### src/rtl/spi_sprite_cmd_parser.sv
// spi_sprite_cmd_parser
// Turns the host MCU byte stream into sprite_queue writes. Each DRAW_SPRITE
// command carries a 6-byte record that is buffered and then replayed as a
// 6-cycle enqueue burst. CMD_FRAME reports how many sprites were queued since
// the previous frame. Protocol problems raise sticky error flags.
module spi_sprite_cmd_parser #(
    parameter int         SPRITE_BYTES = 6,
    parameter logic [7:0] CMD_NOP      = 8'h00,
    parameter logic [7:0] CMD_SPRITE   = 8'h01,
    parameter logic [7:0] CMD_FRAME    = 8'h02
) (
    input  logic       i_clk,
    input  logic       i_reset,
    input  logic       i_rx_valid,
    input  logic [7:0] i_rx_byte,
    input  logic       i_cs_active,
    input  logic       i_queue_full,
    input  logic       i_err_clear,
    output logic       o_enqueue_en,
    output logic [7:0] o_enqueue_data,
    output logic       o_frame_done,
    output logic [7:0] o_frame_sprites,
    output logic       o_busy,
    output logic       o_err_unknown_cmd,
    output logic       o_err_truncated,
    output logic       o_err_overflow
);

    localparam int               IDX_W    = $clog2(SPRITE_BYTES);
    localparam logic [IDX_W-1:0] LAST_IDX = IDX_W'(SPRITE_BYTES - 1);

    typedef enum logic [1:0] {
        ST_IDLE,
        ST_COLLECT,
        ST_BURST,
        ST_DISCARD
    } state_t;

    state_t           r_state;
    logic [IDX_W-1:0] r_idx;
    logic [IDX_W-1:0] r_k;
    logic [7:0]       r_buf [SPRITE_BYTES];
    logic             r_pend_valid;
    logic [7:0]       r_pend_byte;
    logic [7:0]       r_count;

    logic             w_op_valid;
    logic [7:0]       w_op;
    logic [IDX_W-1:0] w_k_next;
    logic [7:0]       w_first_byte;

    // A byte held back during a burst takes precedence as the next opcode;
    // strobe spacing guarantees it never collides with a fresh strobe.
    assign w_op_valid   = r_pend_valid | i_rx_valid;
    assign w_op         = r_pend_valid ? r_pend_byte : i_rx_byte;
    assign w_k_next     = r_k + 1'b1;
    // The first burst byte is the id; it is only still in flight on a 1-byte record.
    assign w_first_byte = (r_idx == '0) ? i_rx_byte : r_buf[0];

    // Command FSM with all outputs registered so the queue sees clean strobes.
    always_ff @(posedge i_clk or posedge i_reset) begin
        if (i_reset) begin
            r_state           <= ST_IDLE;
            r_idx             <= '0;
            r_k               <= '0;
            r_pend_valid      <= 1'b0;
            r_pend_byte       <= '0;
            r_count           <= '0;
            for (int i = 0; i < SPRITE_BYTES; i++) begin
                r_buf[i] <= '0;
            end
            o_enqueue_en      <= 1'b0;
            o_enqueue_data    <= '0;
            o_frame_done      <= 1'b0;
            o_frame_sprites   <= '0;
            o_busy            <= 1'b0;
            o_err_unknown_cmd <= 1'b0;
            o_err_truncated   <= 1'b0;
            o_err_overflow    <= 1'b0;
        end else begin
            o_frame_done <= 1'b0;

            if (i_err_clear) begin
                o_err_unknown_cmd <= 1'b0;
                o_err_truncated   <= 1'b0;
                o_err_overflow    <= 1'b0;
            end

            case (r_state)
                ST_IDLE: begin
                    if (w_op_valid) begin
                        r_pend_valid <= 1'b0;
                        if (w_op == CMD_SPRITE) begin
                            r_idx   <= '0;
                            r_state <= ST_COLLECT;
                            o_busy  <= 1'b1;
                        end else if (w_op == CMD_FRAME) begin
                            o_frame_done    <= 1'b1;
                            o_frame_sprites <= r_count;
                            r_count         <= '0;
                        end else if (w_op != CMD_NOP) begin
                            o_err_unknown_cmd <= 1'b1;
                            r_state           <= ST_DISCARD;
                            o_busy            <= 1'b1;
                        end
                    end
                end

                ST_COLLECT: begin
                    if (i_rx_valid) begin
                        r_buf[r_idx] <= i_rx_byte;
                        if (r_idx == LAST_IDX) begin
                            if (i_queue_full) begin
                                o_err_overflow <= 1'b1;
                                r_state        <= ST_IDLE;
                                o_busy         <= 1'b0;
                            end else begin
                                r_k            <= '0;
                                o_enqueue_en   <= 1'b1;
                                o_enqueue_data <= w_first_byte;
                                r_state        <= ST_BURST;
                            end
                        end else begin
                            r_idx <= r_idx + 1'b1;
                        end
                    end else if (!i_cs_active) begin
                        o_err_truncated <= 1'b1;
                        r_state         <= ST_IDLE;
                        o_busy          <= 1'b0;
                    end
                end

                ST_BURST: begin
                    if (i_rx_valid) begin
                        r_pend_valid <= 1'b1;
                        r_pend_byte  <= i_rx_byte;
                    end
                    if (r_k == LAST_IDX) begin
                        o_enqueue_en   <= 1'b0;
                        o_enqueue_data <= '0;
                        r_state        <= ST_IDLE;
                        o_busy         <= 1'b0;
                        if (r_count != 8'hFF) begin
                            r_count <= r_count + 8'd1;
                        end
                    end else begin
                        r_k            <= w_k_next;
                        o_enqueue_data <= r_buf[w_k_next];
                    end
                end

                ST_DISCARD: begin
                    if (!i_cs_active) begin
                        r_state <= ST_IDLE;
                        o_busy  <= 1'b0;
                    end
                end

                default: begin
                    r_state <= ST_IDLE;
                    o_busy  <= 1'b0;
                end
            endcase
        end
    end

endmodule

### config.mk
export PLATFORM = sky130hd
export DESIGN_NAME = spi_sprite_cmd_parser
export DESIGN_NICKNAME = d
export VERILOG_FILES = /design/src/rtl/spi_sprite_cmd_parser.sv
export SDC_FILE = /design/constraint.sdc
export NUM_CORES = 1
export LEC_CHECK = 0
export ABC_AREA = 1
export BUFFER_PORTS_ARGS = -buffer_cell sky130_fd_sc_hd__buf_2
export CORE_UTILIZATION = 30
export CTS_CLUSTER_DIAMETER = 80
export DETAILED_ROUTE_END_ITERATION = 8
export PLACE_DENSITY = 0.56
export SYNTH_ARGS = -nofsm -noshare
export SYNTH_HDL_FRONTEND = slang
export SYNTH_SLANG_ARGS = --single-unit
### constraint.sdc
create_clock -name i_clk -period 6.2 [get_ports i_clk]
set_input_delay 0.31 -clock i_clk [delete_from_list [all_inputs] [get_ports i_clk]]
set_output_delay 0.31 -clock i_clk [all_outputs]
set_load 0.01 [all_outputs]
# After elaboration in Yosys (flattened, before gate mapping)

Index checks and enable logic that the tools add are counted.

Flip-flop bits (word level): 95
Bits in latches: 0
Bits in writable memories: 0
Memory bits (read-only): 0
Input bits: 14
Output and inout bits: 22
Logic and storage cells: 147
Memories: 0

Add/sub/neg operators: 3
Multiply operators: 0
Divide/modulo/power cells: 0
Order comparisons: 3
Equality and inequality tests: 24
Shift operators: 0
Mux-type cells: 75
Bitwise logic cells: 4
Reductions and logical operators: 18

Operator list:

| cell                  | number |
|---|---|
| $mux W8               | 14 |
| $bwmux W48            | 1 |
| $mux W1               | 33 |
| $pmux W8 S2           | 2 |
| $bmux W8 S3           | 1 |
| $demux W8 S3          | 1 |
| $mux W3               | 8 |
| $ne A2 B2 Y1 const B  | 12 |
| $reduce_and A5 Y1     | 4 |
| $mux W2               | 9 |
| $ne A3 B3 Y1 const B  | 4 |
| $pmux W3 S2           | 2 |
| $reduce_and A6 Y1     | 2 |
| $add A8 B1 Y8 const B | 1 |
| $eq A8 B1 Y1 const B  | 1 |
| $eq A8 B2 Y1 const B  | 1 |
| $ge A4 B4 Y1 const B  | 2 |
| $ne A8 B8 Y1 const B  | 1 |
| $not A3 Y4            | 2 |
| $pmux W2 S4           | 1 |
| $reduce_and A4 Y1     | 2 |
| $reduce_bool A8 Y1    | 1 |
| $add A3 B1 Y3 const B | 2 |
| $eq A3 B3 Y1 const B  | 2 |
| other kinds (13)      | 18 |

# Longest topological paths before layout

Gate-level depths: netlist (run 1).

Depth after elaboration: 7
Gate-level depth with buffers: 11
Mapped depth without buffers: 10

# Worst setup path before layout (run 1)

Ideal clock, no wire load.

Kind: register to register
From: register r_idx[0]
To: register o_enqueue_data[0]
Setup time: 0.077 ns
Arrival: 1.653 ns
Required time: 6.123 ns
Setup slack: 4.470 ns
Stages on the path, launching flop included: 10
Buffers on the path: 1
Period minus slack after synthesis: 1.730 ns
Cell sequence: dfrtp_1 -> bufinv_8 -> ha_1 -> inv_1 -> nor2_1 -> buf_2 -> o21ai_0 -> a21oi_1 -> nor2_1 -> a21oi_1

Word-level cells in the longest chain between the ends: 6
Elaborated cells between the ends (all ways): 9
Those cells by class: eq/ne: 2; mux: 5; reduce/logical: 2

Ends and longest elaborated chain:

| item                   | line | text |
|---|---|---|
| from (decl)            | 40   | `logic [IDX_W-1:0] r_idx;` |
| from (signal assigned) | 124  | `r_idx <= r_idx + 1'b1;` |
| $logic_not A3 Y1       | 58   | `assign w_first_byte = (r_idx == '0) ? i_rx_byte : r_buf[0];` |
| $mux W8                | 58   |  |
| $mux W8                | 113  | `if (i_queue_full) begin` |
| $mux W8                | 112  | `if (r_idx == LAST_IDX) begin` |
| $mux W8                | 110  | `if (i_rx_valid) begin` |
| $pmux W8 S2            | 89   | `case (r_state)` |
| to (signal assigned)   | 120  | `o_enqueue_data <= w_first_byte;` |
| to (signal assigned)   | 148  | `o_enqueue_data <= r_buf[w_k_next];` |
| to (decl)              | 20   | `output logic [7:0] o_enqueue_data,` |

Parallel ways exist; a longest one is shown, timed or not. The select of a mux whose other input is x is not followed.
A chain may end at the register's enable or synchronous reset.

# Worst setup path after layout (run 1)

From: register r_k[0]
To: register o_enqueue_data[2]

Word-level cells in the longest chain between the ends: 7
Elaborated cells between the ends (all ways): 8
Those cells by class: add/sub: 1; eq/ne: 1; mux: 5; bitwise: 1

Ends and longest elaborated chain:

| item                                        | line | text |
|---|---|---|
| from (decl)                                 | 41   | `logic [IDX_W-1:0] r_k;` |
| from (signal assigned)                      | 147  | `r_k <= w_k_next;` |
| $add A3 B1 Y3                               | 56   | `assign w_k_next = r_k + 1'b1;` |
| $not A3 Y4 (not written as such)            | 148  |  |
| $bmux W8 S3                                 | 148  |  |
| $mux W8 (not written as such) (2 in series) | 148  |  |
| $mux W8 *                                   | 138  | `if (r_k == LAST_IDX) begin` |
| $pmux W8 S2 *                               | 89   |  |

Mark *: on every way between the ends. The rest lies on a longest branch, timed or not. The select of a mux whose other input is x is not followed.

==> results.tsv, run 1 <==
stage	metric	value	unit
global_route	first_global_vias	3770	
sta	final_max_slew_viol_count	0	
min_path	hp-class	input pin to register	
logic_synthesis	synth_top_family_by_area	simple AND/OR/NAND/NOR gates	
sta	finalHoldViolCount	0	
global_route	antenna_found_initial	0	
logic_synthesis	seq_area_frac_synth	0.503	
placed_design	hpwl	8.23	mm
drt	drt_iter0_markers	285	
global_route	grt.overflow.total	0	
sta	setup_viol	0	
logic_synthesis	syn-cell-area	0.00472	mm^2
min_path	min_path_cells	2	
floorplanning	io_pins	36	
sta	fin_crit_sh	0.440	
drt	drt-pass1-iter-count	5	
layout	diodes	0	
placed_design	finalWeightedCongestion	0.818	
floorplanning	die_h	127	um
clock_network	max-clock-path-buffers	2	
power	power.density	475	mW/mm^2
critical_path	end_kind	register	
critical_path	critPathMaxFanout	34	
critical_path	worstSetupPathType	register to register	
sta	fmax	366	MHz
sta	setup_tns	0	ns
critical_path	reg2reg_from	r_k[0]$_DFFE_PP0P_	
critical_path	regToRegSetupSlack	3.47	ns
run	cap_viol_max_count	0	
power	ir_drop	0.000170	V
logic_synthesis	yosysUniqueCellTypes	40	
sta	period_needed	2.73	ns
clock_network	ctsResizeCount	0	
logic_synthesis	synth_fp_nets	596	
global_route	grt_max_degree	64	
min_path	worst_hold_startpoint	i_cs_active	
layout	drive_above_1_share	0.118	
logic_synthesis	yosysWarnings	0	
logic_synthesis	synthAdderAreaFrac	0.0159	
sta	max_slew_margin	0.361	
layout	fillers	1601	
clock_network	worstSkewPairLatency	0.34	ns
floorplanning	die_area	0.0162	mm^2
outcome	status	finished clean	
min_path	hold-path-endpoint	o_err_truncated$_DFF_PP0_	
drt	via_per_inst	4.75	
logic_synthesis	avgSynthCellArea	8.20	um^2
clock_network	cts_tree	done	
sta	rsz0062_at_grt	false	
clock_network	htree_levels	3	
critical_path	critical_path_arrival	3.00	ns
global_route	grtUsageTotal	0.153	
power	power.leakage	0.00268	uW
layout	syn2layout_area_growth	13.0	%
logic_synthesis	netlist_instances	576	
drt	wl_per_cell	14.1	um
layout	nets	627	
global_route	grt_pass1_wl	19.3	mm
drt	routed_wl	11.5	mm
drt	antenna_left	0	
placed_design	port_buffers	35	
logic_synthesis	yosysTopAreaCell	dfrtp_1	
clock_network	clkTransAtPathRegs	0.07	ns
logic_synthesis	yosys.area.top_type_share	0.503	
logic_synthesis	synth_xor_area_frac	0.0111	
logic_synthesis	synthSimpleGateAreaFrac	0.241	
critical_path	reg2regPathDepth	5	
clock_network	cts-root-buf	clkbuf_16	
floorplanning	die_x	127	um
logic_synthesis	synth.ff_latch_count	95	
sta	tightest_slew	0.955	ns
logic_synthesis	synth_compound_area_frac	0.157	
critical_path	cp-start-kind	register	
floorplanning	std_cell_rows	45	
floorplanning	core	0.0153	mm^2
critical_path	r2r_end	o_enqueue_data[2]$_DFFE_PP0P_	
critical_path	crit_required	6.47	ns
drt	num_vias	3895	
sta	fin_ws	3.47	ns
clock_network	clock-sinks	95	
sta	skew	0.00764	ns
logic_synthesis	synthMuxAreaShare	0.00424	
logic_synthesis	ys_top_cells_by_area	dfrtp_1 50%, nand2_1 12%, o21ai_0 6.6%, nor2_1 5.2%, a21oi_1 5.1%	
placed_design	pre_cts_ws	3.53	ns
floorplanning	initial_utilization	0.309	
clock_network	cts_made_buffers	9	
drt	drcViolationCount	0	
sequential cells by signal, summed over array words and instances, names as in the netlist:
register	flops
r_k	3
o_frame_done	1
r_buf	48
o_err_truncated	1
r_pend_valid	1
r_count	8
r_state	2
o_err_unknown_cmd	1
o_enqueue_en	1
r_idx	3
o_err_overflow	1
o_busy	1
r_pend_byte	8
o_frame_sprites	8
o_enqueue_data	8
cells in the final DEF, fill, tap and decap left out, types with 2 or more instances in the layout:
cell	netlist	layout
o211ai_1	16	16
xor2_1	5	5
nor3_4	4	4
clkinv_1	2	2
ha_1	6	6
nand2_1	156	156
or2_2	2	2
a21oi_1	48	48
dfrtp_1	95	95
clkinv_2	0	2
mux2i_1	2	2
o21ai_0	62	62
clkbuf_16	0	9
inv_2	5	5
inv_1	45	44
nor2_1	65	65
nand4_1	7	7
nor2_2	2	2
nor2_4	2	2
buf_2	8	35
inv_4	1	2
nand3_1	16	16
nand2_2	2	2
cell families (layout without fill, tap and decap cells):
family	Yosys count	in the layout
AOI/OAI and AO/OA	134	134
xor gates and xnor gates	6	6
adders and majority gates	6	6
buffers and inverters	71	104
DFF	95	95
muxes	2	2
and+or+nand+nor	262	262
worst max-delay path, cell delays in order, from the launching register on:
cell	delay, ns
dfrtp_1	0.92
ha_1	0.91
nand2b_1	0.36
o21ai_0	0.28
nand2_1	0.08
a21oi_1	0.12
through the flow:
step,total power (uW),std cells,util,hold WS (ns),area (um^2)
2_1_floorplan,1760,576,-,0.394,4720
3_3_place_gp,2010,806,0.332,0.343,5070
3_5_place_dp,2040,806,0.332,0.346,5070
4_1_cts,2540,820,0.350,0.137,5330
5_1_grt,2750,820,0.350,0.166,5330
6_report,2530,820,0.350,0.149,5330
repair_timing:
action	4_1_cts	5_1_grt
hold buffers	1	0
setup buffers	0	0
hold endpoints to repair	32	0
synthesized netlist by cell type:
cell type and instances:
a21oi_1 48, a21oi_2 1, a21oi_4 1, a22oi_1 1
a32o_1 1, and2_1 1, buf_2 8, buf_4 1
buf_6 3, bufinv_8 1, clkbuf_1 5, clkinv_1 2
dfrtp_1 95, ha_1 6, inv_1 45, inv_2 5
inv_4 1, mux2i_1 2, nand2_1 156, nand2_2 2
nand2_4 1, nand2b_1 1, nand3_1 16, nand3b_1 1
nand4_1 7, nor2_1 65, nor2_2 2, nor2_4 2
nor2_8 1, nor3_4 4, nor3b_1 1, o211ai_1 16
o21a_1 1, o21ai_0 62, o21ai_1 1, o22ai_1 1
o41ai_1 1, or2_2 2, xnor2_1 1, xor2_1 5
where the power goes:
group / total, uW / switching (uW) / leakage [uW] / internal [uW]
combinational: 1050 / 688 / 0.00133 / 361
clock: 496 / 221 / 0.000127 / 275
sequential: 988 / 170 / 0.00122 / 818
total: 2530 / 1080 / 0.00268 / 1450
worst max-delay path by stage:
| stage | cells after the start | endpoint | startpoint | slack [ns] |
|---|---|---|---|---|
| global route | 5 | o_enqueue_data[7]$_DFFE_PP0P_ | r_k[0]$_DFFE_PP0P_ | 3.20 |
| CTS | 5 | o_enqueue_data[0]$_DFFE_PP0P_ | r_k[0]$_DFFE_PP0P_ | 3.53 |
| detailed placement | 5 | o_enqueue_data[2]$_DFFE_PP0P_ | r_k[0]$_DFFE_PP0P_ | 3.53 |
| finish | 5 | o_enqueue_data[2]$_DFFE_PP0P_ | r_k[0]$_DFFE_PP0P_ | 3.47 |
| global placement | 5 | o_enqueue_data[0]$_DFFE_PP0P_ | r_k[0]$_DFFE_PP0P_ | 3.64 |
| floorplan | 1 | o_busy$_DFFE_PP0P_ | i_reset | 3.41 |
area by class of cell:
| class | instances | area, um^2 | area share |
|---|---|---|---|
| clock buffer | 11 | 243 | 0.0455 |
| inverter | 54 | 221 | 0.0415 |
| tap | 211 | 264 | 0.0495 |
| sequential | 95 | 2380 | 0.446 |
| timing repair buffer | 37 | 193 | 0.0361 |
| clock inverter | 2 | 10.0 | 0.00188 |
| multi-input combinational | 410 | 2030 | 0.380 |
routing by layer:
metal  GRT usage  share of wire  up-vias
li1            -              -     1934
met1       0.203           0.48     1853
met2       0.250           0.46       95
met3      0.0318          0.036       13
met4      0.0490          0.016        0
met5           0              0        -
Power figures use the tool's default switching activity.
==> inputs of run 2 (changes only) <==
clock period = 2.81 ns   (was 6.2 ns; I/O delays follow)
==> run 2 against run 1 <==
  * Die area is the same
  * Cell count up 1.1%
  * Hold slack worse by 0.11 ns
  * Via count rose by 1.4%
  * Largest power group unchanged
  * Register-to-register slack worse by 2.9 ns
  * Global-route usage hardly changed
  * Sequential power up 110%
  * Clock skew down 0.0028 ns
  * Clock-buffer cell count is the same
  * Largest cell class unchanged
  * Clock power grew to 2.6 times the previous value
==> results.tsv, run 2 (synthesis results as in run 1) <==
stage	metric	value	unit	change
layout	largest_reg_flops	48		unchanged
clock_network	cts_tree	done		
power	power.density	1070	mW/mm^2	+130%
sta	tightest_slew	0.870	ns	-0.0853 ns
sta	setup_tns	0	ns	unchanged
layout	drive_above_1_share	0.129		+0.0112
power	power.leakage	0.00274	uW	+2.5%
layout	syn2layout_area_growth	15.7	%	
placed_design	finalWeightedCongestion	0.832		+1.7%
layout	layout_commonest_cell	nand2_1		
drt	antenna_left	0		unchanged
critical_path	slowest_stage	nor2_1		
drt	wl_per_cell	13.9	um	-1.0%
sta	fin_crit_sh	0.790		+0.350
power	ir_drop	0.000440	V	+160%
floorplanning	die_h	127	um	unchanged
clock_network	cts-root-buf	clkbuf_16		
global_route	antenna_found_initial	0		unchanged
floorplanning	initial_utilization	0.309		unchanged
global_route	grtUsageTotal	0.154		+0.000167
sta	setup_viol	0		unchanged
sta	rsz0062_at_grt	false		
power	switching_share	0.412		-0.0135
drt	num_vias	3949		+1.4%
clock_network	clkTransAtPathRegs	0.07	ns	about the same
power	cellInternalPower	3430	uW	+140%
clock_network	clock-sinks	95		unchanged
floorplanning	core	0.0153	mm^2	unchanged
floorplanning	die_area	0.0162	mm^2	unchanged
floorplanning	io_pins	36		unchanged
clock_network	postCtsSetupRepairBufs	0		unchanged
critical_path	critical_path_arrival	2.48	ns	-0.52 ns
critical_path	cp-start-kind	register		
critical_path	crit_required	3.06	ns	-3.41 ns
sta	finalHoldViolCount	0		unchanged
clock_network	htree_levels	3		unchanged
clock_network	cts_made_buffers	9		unchanged
run	cap_viol_max_count	0		unchanged
layout	fillers	1588		-0.81%
sta	fmax	450	MHz	+23%
floorplanning	std_cell_rows	45		unchanged
global_route	first_global_vias	3848		+2.1%
drt	via_per_inst	4.76		+0.29%
floorplanning	die_x	127	um	unchanged
global_route	grt_pass1_wl	19.5	mm	+1.1%
critical_path	cpPeakStageDelay	0.65	ns	-0.27 ns
layout	layout_common_cells	156 x nand2_1, 95 x dfrtp_1, 65 x nor2_1, 62 x o21ai_0, 48 x a21oi_1		
global_route	grt.overflow.total	0		unchanged
sta	max_slew_margin	0.418		+0.0571
power	p_clk_frac	0.221		+0.025
placed_design	port_buffers	35		unchanged
layout	fin_util	0.358		+0.00836
critical_path	crit_chain	bufinv_8 -> ha_1 -> inv_1 -> nor2_1 -> o21ai_0 -> a21oi_1 -> nor2_1 -> a21oi_1		
outcome	status	finished clean		
sta	skew	0.00480	ns	-0.00284 ns
layout	diodes	0		unchanged
drt	drcViolationCount	0		unchanged
global_route	grt_max_degree	54		-16%
sta	period_needed	2.22	ns	-0.509 ns
layout	top_register	r_buf		
placed_design	hpwl	8.37	mm	+1.7%
power	p_seq_frac	0.362		-0.028
drt	routed_wl	11.5	mm	about the same
clock_network	worstSkewPairLatency	0.33	ns	about the same
sta	final_max_slew_viol_count	0		unchanged
critical_path	regToRegSetupSlack	0.59	ns	-2.88 ns
clock_network	ctsResizeCount	0		unchanged
drt	drt_iter0_markers	325		+14%
clock_network	max-clock-path-buffers	2		unchanged
min_path	hp-class	input pin to register		
critical_path	critPathMaxFanout	16		-53%
critical_path	worstSetupPathType	register to register		
power	p_switching	2410	uW	+120%
layout	nets	634		+1.1%
critical_path	end_kind	register		
drt	drt-pass1-iter-count	5		unchanged
power	pwr-share-comb	0.417		+0.003
## run 2: cell count changes in the layout (fill, tap and decap cells not counted)
cell	before	now
bufinv_16	0	2
dlygate4sd3_1	1	2
buf_12	0	1
buf_4	1	6
## run 2: worst max-delay path, delay by kind of cell (launching register included)
family / cells / cell delay [ns]
adders and majority gates: 1 / 0.14
DFF: 1 / 0.50
AOI/OAI and AO/OA: 3 / 0.48
and+or+nand+nor: 2 / 0.71
buffers and inverters: 2 / 0.30
## run 2: what timing repair did
action,in CTS,in global routing
endpoints found under the hold margin,53,0
hold buffers,2,0
endpoints found under the setup margin,0,0
## run 2: path summary, 6_finish.rpt
kind	start	to	depth (start not counted)
min reg2reg	r_buf[33]$_DFFE_PP0P_	r_buf[33]$_DFFE_PP0P_	2
max reg2reg	r_idx[0]$_DFFE_PP0P_	o_enqueue_data[1]$_DFFE_PP0P_	8
max	r_idx[0]$_DFFE_PP0P_	o_enqueue_data[1]$_DFFE_PP0P_	8
max in group asynchronous	i_reset	r_count[0]$_DFFE_PP0P_	4
min	i_rx_byte[3]	r_buf[3]$_DFFE_PP0P_	3
min in group asynchronous	i_reset	r_buf[6]$_DFFE_PP0P_	3
## run 2: power by group through the flow
stage	Clock, uW	Combinational (uW)	Sequential (uW)
floorplan	0	1790	2100
global route	1370	2800	2170
global placement	0	2390	2120
detailed placement	0	2430	2140
CTS	1330	2450	2110
finish	1290	2430	2120
## run 2: area by class of cell
cell class / instances / area [um^2] / area share
Timing Repair Buffer: 44 / 260 / 0.0477
Sequential cell: 95 / 2380 / 0.435
Tap cell: 211 / 264 / 0.0483
Clock inverter: 4 / 70.1 / 0.0128
Clock buffer: 11 / 243 / 0.0444
Inverter: 54 / 221 / 0.0405
Multi-Input combinational cell: 410 / 2030 / 0.371
## run 2: stage by stage
step                hold slack [ns]  area (um^2)  setup slack [ns]  power [uW]  std cells
floorplan                     0.225         4720             0.192        3890        576
global placement              0.290         5130             0.695        4510        812
detailed placement            0.303         5130             0.602        4570        812
CTS                          0.0306         5460             0.593        5890        829
global route                 0.0610         5460             0.353        6350        829
finish                       0.0361         5460             0.589        5840        829
## run 2: routing by layer
layer | vias to the layer above | track usage | wire, um
met5 | - | 0 | 0
met1 | 1921 | 0.207 | 5620
met3 | 6 | 0.0327 | 309
met4 | 0 | 0.0301 | 53
li1 | 1957 | - | -
met2 | 65 | 0.255 | 5560
==> inputs of run 3 (changes only) <==
PLACE_DENSITY = 0.57   (was 0.56)
clock period = 2 ns   (was 2.81 ns; I/O delays follow)
==> run 3 against run 2 <==
  * The run now ends with negative hold slack left
  * Clock power up 46%
  * Wire length up 3.4%
  * Hold slack worse by 0.042 ns
  * Critical path depth up 1
  * Sequential share of layout area down 0.93 points
  * Global-route usage up 0.63 points
  * Critical path type unchanged
  * Highest routed layer unchanged
==> results.tsv, run 3 (synthesis results as in run 1) <==
stage	metric	value	unit	change
critical_path	worstSetupPathType	register to register		
clock_network	clock-sinks	95		unchanged
outcome	status	finished, violations left		
run	cap_viol_max_count	0		unchanged
critical_path	cp_num_buf_inv	2		unchanged
drt	drcViolationCount	0		unchanged
outcome	violations	negative hold slack		
critical_path	crit_chain	inv_2 -> nand2_4 -> nor2_8 -> nand2_2 -> nor2_2 -> nor2_4 -> inv_2 -> nor2_1 -> a21oi_1		
clock_network	cts-root-buf	clkbuf_16		
critical_path	critPathMaxFanout	9		-7
floorplanning	core	0.0153	mm^2	unchanged
layout	largest_reg_flops	48		unchanged
placed_design	finalWeightedCongestion	0.796		-4.3%
drt	num_vias	3985		+0.91%
sta	finalHoldViolCount	1		+1
sta	fmax	569	MHz	+26%
critical_path	cpPeakStageDelay	0.46	ns	-0.19 ns
clock_network	worstSkewPairLatency	0.35	ns	+0.02 ns
sta	setup_viol	0		unchanged
floorplanning	die_h	127	um	unchanged
layout	nets	645		+1.7%
clock_network	cts_made_buffers	9		unchanged
sta	rsz0062_at_grt	false		
critical_path	crit_top_cell	inv_2		
critical_path	critical_path_arrival	2.03	ns	-0.45 ns
critical_path	slowest_stage	dfrtp_1		
clock_network	clkTransAtPathRegs	0.06	ns	about the same
sta	final_max_slew_viol_count	0		unchanged
floorplanning	die_x	127	um	unchanged
floorplanning	io_pins	36		unchanged
sta	fin_crit_sh	0.879		+0.0886
layout	fillers	1578		-0.63%
drt	via_per_inst	4.74		-0.53%
drt	wl_per_cell	14.2	um	+1.9%
floorplanning	die_area	0.0162	mm^2	unchanged
floorplanning	std_cell_rows	45		unchanged
sta	period_needed	1.76	ns	-0.463 ns
power	power.leakage	0.00280	uW	+2.2%
global_route	grt.overflow.total	0		unchanged
global_route	first_global_vias	3943		+2.5%
drt	drt-pass1-iter-count	5		unchanged
critical_path	cp-start-kind	register		
global_route	grt_pass1_wl	20.1	mm	+3.3%
global_route	grt_max_degree	96		+78%
clock_network	cts_tree	done		
sta	fin_ws	0.242	ns	-0.347 ns
power	power.density	1500	mW/mm^2	+41%
layout	layout_common_cells	156 x nand2_1, 95 x dfrtp_1, 65 x nor2_1, 62 x o21ai_0, 48 x a21oi_1		
layout	layout_commonest_cell	nand2_1		
layout	diodes	0		unchanged
placed_design	hpwl	8.40	mm	+0.44%
min_path	hp-class	input pin to register		
drt	drt_iter0_markers	334		+2.8%
drt	routed_wl	11.9	mm	+3.4%
clock_network	htree_levels	3		unchanged
critical_path	path_delay_family	simple AND/OR/NAND/NOR gates		
layout	drive_above_1_share	0.141		+0.0118
placed_design	port_buffers	35		unchanged
critical_path	crit_required	2.27	ns	-0.79 ns
sta	skew	0.00510	ns	+0.000305 ns
clock_network	max-clock-path-buffers	2		unchanged
global_route	grtUsageTotal	0.160		+0.00630
critical_path	end_kind	register		
sta	hold_ws	-0.00548	ns	-0.0416 ns
sta	max_slew_margin	0.625		+0.207
layout	syn2layout_area_growth	18.2	%	
sta	tightest_slew	0.560	ns	-0.309 ns
global_route	antenna_found_initial	0		unchanged
power	ir_drop	0.000584	V	+33%
floorplanning	initial_utilization	0.309		unchanged
layout	top_register	r_buf		
placed_design	pre_cts_ws	0.111	ns	-0.491 ns
drt	antenna_left	0		unchanged
sta	setup_tns	0	ns	unchanged
==> run 3: cell types whose count changed in the layout (fill, tap and decap cells not counted), sizes merged <==
cell	change
dlygate4sd3	+2
inv	-1
clkinv	-1
clkbuf	+2
buf	+9
clkinvlp	+1
==> run 3: layout make-up <==
cell class | instances | area (um^2) | area share
clock inverters | 3 | 65.1 | 0.0117
multi-input cells | 410 | 2030 | 0.364
flip-flops and latches | 95 | 2380 | 0.426
clock buffers | 13 | 260 | 0.0466
well taps | 211 | 264 | 0.0473
repair buffers | 55 | 360 | 0.0646
inverters | 54 | 223 | 0.0399
==> run 3: final timing paths <==
path | from | endpoint | slack [ns] | cells after the start
max | r_state[1]$_DFFE_PP0P_ | o_enqueue_data[5]$_DFFE_PP0P_ | 0.24 | 9
min | i_rx_byte[2] | r_buf[2]$_DFFE_PP0P_ | -0.005 | 3
max reg2reg | r_state[1]$_DFFE_PP0P_ | o_enqueue_data[5]$_DFFE_PP0P_ | 0.24 | 9
min reg2reg | o_err_truncated$_DFF_PP0_ | o_err_truncated$_DFF_PP0_ | 0.48 | 2
max in group asynchronous | i_reset | r_buf[40]$_DFFE_PP0P_ | 1.15 | 4
min in group asynchronous | i_reset | r_pend_byte[6]$_DFFE_PP0P_ | 0.44 | 4
==> run 3: where the power goes <==
group / leakage, uW / total (uW) / switching (uW) / internal, uW
Sequential: 0.00122 / 2980 / 441 / 2540
Clock: 0.000160 / 1880 / 719 / 1160
Combinational: 0.00142 / 3530 / 2250 / 1290
Total: 0.00280 / 8390 / 3410 / 4990
==> run 3: worst reg2reg max path: cells and delay by family, from the launching register on <==
family | cells | cell delay, ns
DFF | 1 | 0.46
AOI/OAI and AO/OA | 1 | 0.12
and+or+nand+nor | 6 | 0.76
buffers and inverters | 2 | 0.33
==> run 3: through the flow <==
step	total power, uW	instances	util	cell area, um^2
global placement	6430	821	0.341	5210
finish	8390	841	0.366	5580
detailed placement	6520	821	0.341	5210
CTS	8440	841	0.365	5580
global route	9140	841	0.366	5580
floorplan	5470	576	-	4730
==> run 3: routing by layer <==
| layer | part of all wire | up-vias | global-route usage |
|---|---|---|---|
| met5 | 0 | - | 0 |
| met4 | 0.019 | 0 | 0.0567 |
| met3 | 0.034 | 18 | 0.0306 |
| met2 | 0.48 | 100 | 0.268 |
| met1 | 0.46 | 1890 | 0.206 |
| li1 | - | 1977 | - |
==> run 3: timing repair <==
item / in CTS / in global routing
endpoints found under the setup margin: 0 / 7
endpoints found under the hold margin: 98 / 0
hold buffers: 4 / 0
buffers inserted: 0 / 0
resized for setup: 0 / 1
